`config.mk`:
```
export PLATFORM = sky130hd
export DESIGN_NAME = divider_pipe_ctrl
export DESIGN_NICKNAME = d
export VERILOG_FILES = /design/src/rtl/divider_pipe_ctrl_pkg.sv /design/src/rtl/divider_pipe_ctrl_step.sv /design/src/rtl/divider_pipe_ctrl.sv
export SDC_FILE = /design/constraint.sdc
export NUM_CORES = 1
export LEC_CHECK = 0
export ABC_CLOCK_PERIOD_IN_PS = 3100
export BUFFER_PORTS_ARGS = -buffer_cell sky130_fd_sc_hd__buf_2
export CAP_MARGIN = 30
export CORE_MARGIN = 1.5
export CORE_UTILIZATION = 35
export DETAILED_ROUTE_END_ITERATION = 10
export PLACE_DENSITY = 0.59
export SLEW_MARGIN = 20
export SYNTH_ARGS = -nofsm -noshare
export SYNTH_HDL_FRONTEND = slang
export SYNTH_SLANG_ARGS = --single-unit
```
`constraint.sdc`:
```
create_clock -name clk -period 3.1 [get_ports clk]
set_input_delay 0.31 -clock clk [delete_from_list [all_inputs] [get_ports clk]]
set_output_delay 0.31 -clock clk [all_outputs]
set_load 0.05 [all_outputs]
```
`src/rtl/divider_pipe_ctrl_pkg.sv`:
```
// Shared definitions for the iterative divider: FSM encoding and sizing helpers.
package div_defs;

   typedef enum logic [1:0] {
      S_IDLE  = 2'd0,
      S_CALC  = 2'd1,
      S_FIXUP = 2'd2,
      S_DONE  = 2'd3
   } div_state_t;

   function automatic int clog2(input int value);
      int v;
      int r;
      v = value - 1;
      r = 0;
      while (v > 0) begin
         r = r + 1;
         v = v >> 1;
      end
      return r;
   endfunction

   function automatic int iter_count(input int width, input int bpc);
      return width / bpc;
   endfunction

endpackage

```
`src/rtl/divider_pipe_ctrl_step.sv`:
```
// One combinational restoring-division step: shift in a dividend bit, trial-subtract, keep or restore.
// Trial difference is one bit wider than the accumulator so its sign is the quotient bit.
module div_step #(
   parameter int WIDTH = 16
) (
   input  logic [WIDTH:0]   i_rem,
   input  logic [WIDTH-1:0] i_div,
   input  logic             i_bit,
   output logic [WIDTH:0]   o_rem,
   output logic             o_q
);

   logic [WIDTH+1:0] w_shift;
   logic [WIDTH+1:0] w_diff;

   assign w_shift = {i_rem, i_bit};
   assign w_diff  = w_shift - {2'b00, i_div};
   assign o_q     = ~w_diff[WIDTH+1];
   assign o_rem   = o_q ? w_diff[WIDTH:0] : w_shift[WIDTH:0];

endmodule

```
`src/rtl/divider_pipe_ctrl.sv`:
```
// Iterative restoring divider, BPC quotient bits per cycle, signed/unsigned, valid/ready both sides.
// Result valid WIDTH/BPC+2 cycles after accept (1 for divide-by-zero); result held until out_ready.
module divider_pipe_ctrl
   import div_defs::*;
#(
   parameter int WIDTH = 16,
   parameter int BPC   = 1,
   parameter int TAG_W = 4
) (
   input  logic             clk,
   input  logic             reset,
   input  logic             in_valid,
   output logic             in_ready,
   input  logic [WIDTH-1:0] dividend,
   input  logic [WIDTH-1:0] divisor,
   input  logic             sign,
   input  logic [TAG_W-1:0] in_tag,
   output logic             out_valid,
   input  logic             out_ready,
   output logic [WIDTH-1:0] quotient,
   output logic [WIDTH-1:0] remainder,
   output logic             div_by_zero,
   output logic             overflow,
   output logic [TAG_W-1:0] out_tag
);

   localparam int ITER  = iter_count(WIDTH, BPC);
   localparam int CNT_W = clog2(ITER + 1);
   localparam logic [CNT_W-1:0] CNT_INIT = CNT_W'(ITER);
   localparam logic [WIDTH-1:0] MIN_VAL  = {1'b1, {(WIDTH-1){1'b0}}};

   div_state_t r_state, w_next_state;

   logic [CNT_W-1:0]  r_cnt;
   logic [WIDTH-1:0]  r_dvd;      // dividend magnitude; quotient bits shift in from the bottom
   logic [WIDTH-1:0]  r_dsr;
   logic [WIDTH:0]    r_rem;
   logic              r_q_neg;
   logic              r_r_neg;
   logic              r_ovf_pend;
   logic [TAG_W-1:0]  r_tag;
   logic [WIDTH-1:0]  r_quot;
   logic [WIDTH-1:0]  r_rem_out;
   logic              r_dz;
   logic              r_ovf;
   logic [TAG_W-1:0]  r_out_tag;

   logic              w_accept;
   logic              w_div_zero;
   logic [WIDTH-1:0]  w_dvd_mag;
   logic [WIDTH-1:0]  w_dsr_mag;
   logic [BPC:0][WIDTH:0] w_rem_chain;
   logic [BPC-1:0]    w_qbits;
   logic [WIDTH-1:0]  w_dvd_shift;
   logic [WIDTH-1:0]  w_q_fix;
   logic [WIDTH-1:0]  w_r_fix;

   assign in_ready   = (r_state == S_IDLE) & ~reset;
   assign out_valid  = (r_state == S_DONE) & ~reset;
   assign w_accept   = in_valid & in_ready;
   assign w_div_zero = (divisor == '0);

   assign w_dvd_mag = (sign & dividend[WIDTH-1]) ? (~dividend + WIDTH'(1)) : dividend;
   assign w_dsr_mag = (sign & divisor[WIDTH-1])  ? (~divisor + WIDTH'(1))  : divisor;

   assign w_rem_chain[0] = r_rem;

   for (genvar gi = 0; gi < BPC; gi++) begin : g_step
      div_step #(.WIDTH(WIDTH)) u_step (
         .i_rem (w_rem_chain[gi]),
         .i_div (r_dsr),
         .i_bit (r_dvd[WIDTH-1-gi]),
         .o_rem (w_rem_chain[gi+1]),
         .o_q   (w_qbits[BPC-1-gi])
      );
   end

   assign w_dvd_shift = (r_dvd << BPC) | WIDTH'(w_qbits);
   assign w_q_fix     = r_q_neg ? (~r_dvd + WIDTH'(1)) : r_dvd;
   assign w_r_fix     = r_r_neg ? (~r_rem[WIDTH-1:0] + WIDTH'(1)) : r_rem[WIDTH-1:0];

   always_ff @(posedge clk) begin
      if (reset) r_state <= S_IDLE;
      else       r_state <= w_next_state;
   end

   always_comb begin
      w_next_state = r_state;
      case (r_state)
         S_IDLE:  if (w_accept) w_next_state = w_div_zero ? S_DONE : S_CALC;
         S_CALC:  if (r_cnt == CNT_W'(1)) w_next_state = S_FIXUP;
         S_FIXUP: w_next_state = S_DONE;
         S_DONE:  if (out_ready) w_next_state = S_IDLE;
         default: w_next_state = S_IDLE;
      endcase
   end

   always_ff @(posedge clk) begin
      if (reset) begin
         r_cnt      <= '0;
         r_dvd      <= '0;
         r_dsr      <= '0;
         r_rem      <= '0;
         r_q_neg    <= 1'b0;
         r_r_neg    <= 1'b0;
         r_ovf_pend <= 1'b0;
         r_tag      <= '0;
         r_quot     <= '0;
         r_rem_out  <= '0;
         r_dz       <= 1'b0;
         r_ovf      <= 1'b0;
         r_out_tag  <= '0;
      end else begin
         if (w_accept) begin
            r_dvd      <= w_dvd_mag;
            r_dsr      <= w_dsr_mag;
            r_rem      <= '0;
            r_cnt      <= CNT_INIT;
            r_q_neg    <= sign & (dividend[WIDTH-1] ^ divisor[WIDTH-1]);
            r_r_neg    <= sign & dividend[WIDTH-1];
            r_ovf_pend <= sign & (dividend == MIN_VAL) & (divisor == '1);
            r_tag      <= in_tag;
            r_dz       <= w_div_zero;
            r_ovf      <= 1'b0;
            // Zero divisor skips the datapath; the raw dividend is reported as remainder.
            if (w_div_zero) begin
               r_quot    <= '1;
               r_rem_out <= dividend;
               r_out_tag <= in_tag;
            end
         end
         if (r_state == S_CALC) begin
            r_rem <= w_rem_chain[BPC];
            r_dvd <= w_dvd_shift;
            r_cnt <= r_cnt - CNT_W'(1);
         end
         if (r_state == S_FIXUP) begin
            r_quot    <= w_q_fix;
            r_rem_out <= w_r_fix;
            r_ovf     <= r_ovf_pend;
            r_out_tag <= r_tag;
         end
      end
   end

   assign quotient    = r_quot;
   assign remainder   = r_rem_out;
   assign div_by_zero = r_dz;
   assign overflow    = r_ovf;
   assign out_tag     = r_out_tag;

endmodule

```
==> flow_summary.yaml <==
pwr:
  seqPwrFrac_pct: 24.4
  p_clk_share_pct: 15.2
  pwr-share-comb_pct: 60.4
  swShare_pct: 47.9
  intPower_w: 0.00430
  p_sw_w: 0.00396
  power.density_nw_per_um2: 1120
  leakage_nw: 2.89
  ir_drop_mv: 0.531
global_routing:
  grt_pass1_wl_um: 28700
  antenna_found_initial: 0
  grt_overflow: 0
  grt_start_max_net_pins: 90
  grt_use_total_pct: 18.5
  grt_pass1_vias: 5501
setup_path:
  r2r_setup_slack_ns: 0.22
  path_max_fanout: 3
  critPathCaptureType: "register"
  cp_num_cells: 11
  cp_common_cell: "inv_1"
  crit_path_cell_trace: "inv_1, ha_1, inv_1, fa_1, a21oi_1, o22ai_1, o31ai_2, o32ai_1, mux2i_1, nand4_1, a32o_1"
  crit_required_ns: 3.35
  path_class: "register to register"
  slowest_stage: "fa_1"
  r2r_cells: 11
  cp_data_arrival_time_ns: 3.14
  slowest_delay_ns: 0.39
  cp.buffers_inverters: 2
  cpLargestDelayFamily: "compound AO/OA/AOI/OAI gates"
  startpoint_type: "register"
synth:
  synthSimpleGateAreaFrac_pct: 21.7
  synth_top_area_share_pct: 31.5
  synth_seq_cells: 101
  avgSynthCellArea_um2: 7.88
  synth_cell_types: 61
  synth_compound_area_share_pct: 25.5
  netlist_instances: 814
  ys.flop_type: "dfxtp_1"
  synth_xor_area_share_pct: 8.74
  synth_edf_count: 0
  synth_top_family_by_area: "compound AO/OA/AOI/OAI gates"
  synthMuxAreaShare_pct: 0.975
  syn-cell-area_um2: 6420
  yosysWarnings: 0
  ys_seq_area_share_pct: 31.5
  synthTopCellsByArea: "dfxtp_1 (32%), ha_1 (5.5%), a211oi_1 (5.4%)"
  synth_fp_nets: 884
  yosysTopAreaCell: "dfxtp_1"
  async_flop_share_pct: 0
  synthAdderAreaFrac_pct: 5.77
clock_network:
  post_cts_buffers: 0
  clkTransAtPathRegs_ns: 0.07
  clock-root-buffer: "clkbuf_16"
  clk_latency_ns: 0.36
  clock_path_buffers: 2
  clock_sinks: 101
  ctsHoldBuffers: 0
  numCtsBuffers: 9
  cts_tree: "built"
  h-tree-depth: 3
  cts-resized-gates: 0
sta:
  fin_crit_ns: 2.88
  rsz0062_at_grt: "no"
  worst_pin_slew_ns: 0.967
  timing.fmax_ghz: 0.347
  setup_viol_count_final: 0
  hold_violations: 0
  setup_tns_ns: 0
  slew_headroom_pct: 35.5
  fin_crit_sh_pct: 93.0
  fin_worst_skew_ns: 0.00751
  drv_slew: 0
routing:
  vias: 5923
  via_per_inst: 5.35
  firstDrtPassIters: 7
  drc: 0
  routed_wl_um: 17600
  detail_route.wl_per_cell_um: 15.8
  first_iter_violations: 338
  drtAntennaViolNets: 0
floorplanning:
  coreArea_um2: 18000
  fp-row-count: 49
  die_x_um: 138
  dieArea_um2: 19200
  io_pins: 81
  start_util_pct: 35.7
  die_h_um: 138
layout:
  drive_gt1_share_pct: 15.7
  fin_nets: 944
  antennaDiodeCount: 0
  fin_util_pct: 41.1
  area_delta_synth_final_pct: 15.1
placed_design:
  hpwlAfterDp_um: 13000
  globalplace.congestion: 0.844
  io_buffer_count: 80
flow_run:
  drv_cap: 0
run_status:
  outcome: "finished, final reports clean"
min_path:
  hold_path_class: "primary input to register"
  hold_depth: 3
cell families after synthesis:
group                      after synthesis
DFF                                    101
AOI/OAI and AO/OA                      237
muxes                                    6
adders and majority gates               29
and+or+nand+nor                        286
xor gates and xnor gates                64
buffers and inverters                   91
sequential cells by signal (all words and copies together) (netlist names):
register and flops:
r_r_neg 1, div_by_zero 1, r_ovf_pend 1, out_tag 4
r_q_neg 1, r_rem 17, r_dsr 16, overflow 1
r_state 2, remainder 16, r_cnt 5, r_tag 4
r_dvd 16, quotient 16
routing by layer:
metal	wire (um)	track usage, %
met1	8180	23.6
met2	8520	31.8
met3	640	3.88
met4	219	4.49
met5	0	0
cell type report:
cell class                 count  area [um2]
clock buffer                  10         229
clock inverter                 6        93.8
fill                        1835       10600
inverter                      37         139
multi-input combinational    622        4030
sequential                   101        2020
tap                          229         287
timing repair buffer         103         586
per-stage QoR:
stage / area (um2) / instances / hold WS (ns) / total power (W) / setup WS [ns]
after detailed placement: 7060 / 1092 / 0.443 / 0.00697 / 0.0894
final: 7390 / 1108 / 0.149 / 0.00826 / 0.218
after floorplan: 6420 / 814 / 0.409 / 0.00568 / 0.414
after CTS: 7380 / 1108 / 0.134 / 0.00826 / 0.0806
after global routing: 7390 / 1108 / 0.146 / 0.00894 / 0.0286
after global placement: 7060 / 1092 / 0.446 / 0.00697 / 0.175
final timing paths:
| path | endpoint | from |
|---|---|---|
| hold reg to reg | out_tag[2]$_SDFFE_PP0P_ | r_tag[2]$_SDFFE_PP0P_ |
| setup reg to reg | r_rem[14]$_SDFFE_PP0P_ | r_dvd[15]$_SDFFE_PP0P_ |
| hold / removal | r_tag[1]$_SDFFE_PP0P_ | in_tag[1] |
| setup / recovery | r_rem[14]$_SDFFE_PP0P_ | r_dvd[15]$_SDFFE_PP0P_ |
power groups by stage:
stage | clock, W | sequential [W] | combinational, W
after floorplan | 0 | 0.00244 | 0.00325
after global placement | 0 | 0.00205 | 0.00491
after detailed placement | 0 | 0.00205 | 0.00493
after CTS | 0.00129 | 0.00202 | 0.00495
after global routing | 0.00133 | 0.00208 | 0.00554
final | 0.00125 | 0.00202 | 0.00499
cells in the final DEF, fill, tap and decap left out, drive strengths merged, types with 14 or more instances in the layout:
cell	count
buf	103
dfxtp	101
nand2	87
nor2	78
a21oi	61
a211oi	52
inv	40
o21ai	38
xor2	33
xnor2	31
ha	28
and2	21
o31ai	18
nand4	17
or3	17
nor3	14
synth_stat cells, types with 3 or more instances:
| master | number |
|---|---|
| mux2i_1 | 4 |
| a31oi_1 | 3 |
| buf_6 | 3 |
| buf_1 | 5 |
| or3_1 | 17 |
| and3_1 | 5 |
| dfxtp_1 | 101 |
| nand3_1 | 8 |
| nor3_1 | 14 |
| a211oi_2 | 6 |
| a221oi_2 | 3 |
| a211o_1 | 4 |
| a21oi_1 | 60 |
| clkbuf_1 | 42 |
| nor4_1 | 8 |
| and2_1 | 11 |
| inv_1 | 37 |
| nor2b_1 | 7 |
| o41ai_1 | 6 |
| a221oi_1 | 10 |
| a311oi_1 | 3 |
| buf_2 | 3 |
| o31ai_1 | 18 |
| ha_1 | 28 |
| or4_1 | 3 |
| and2_0 | 10 |
| a21o_1 | 8 |
| nand3b_1 | 8 |
| nand2_1 | 87 |
| xnor2_1 | 31 |
| nand2b_1 | 6 |
| xor2_1 | 33 |
| nand4_1 | 17 |
| o21ai_0 | 38 |
| a211oi_1 | 46 |
| o211ai_1 | 13 |
| nor2_1 | 78 |
tightest hold or removal path, cell delays in order:
cell and delay (ns):
buf_2 0.09, nand2_1 0.04, nand2_1 0.04
Power figures use the tool's default switching activity.
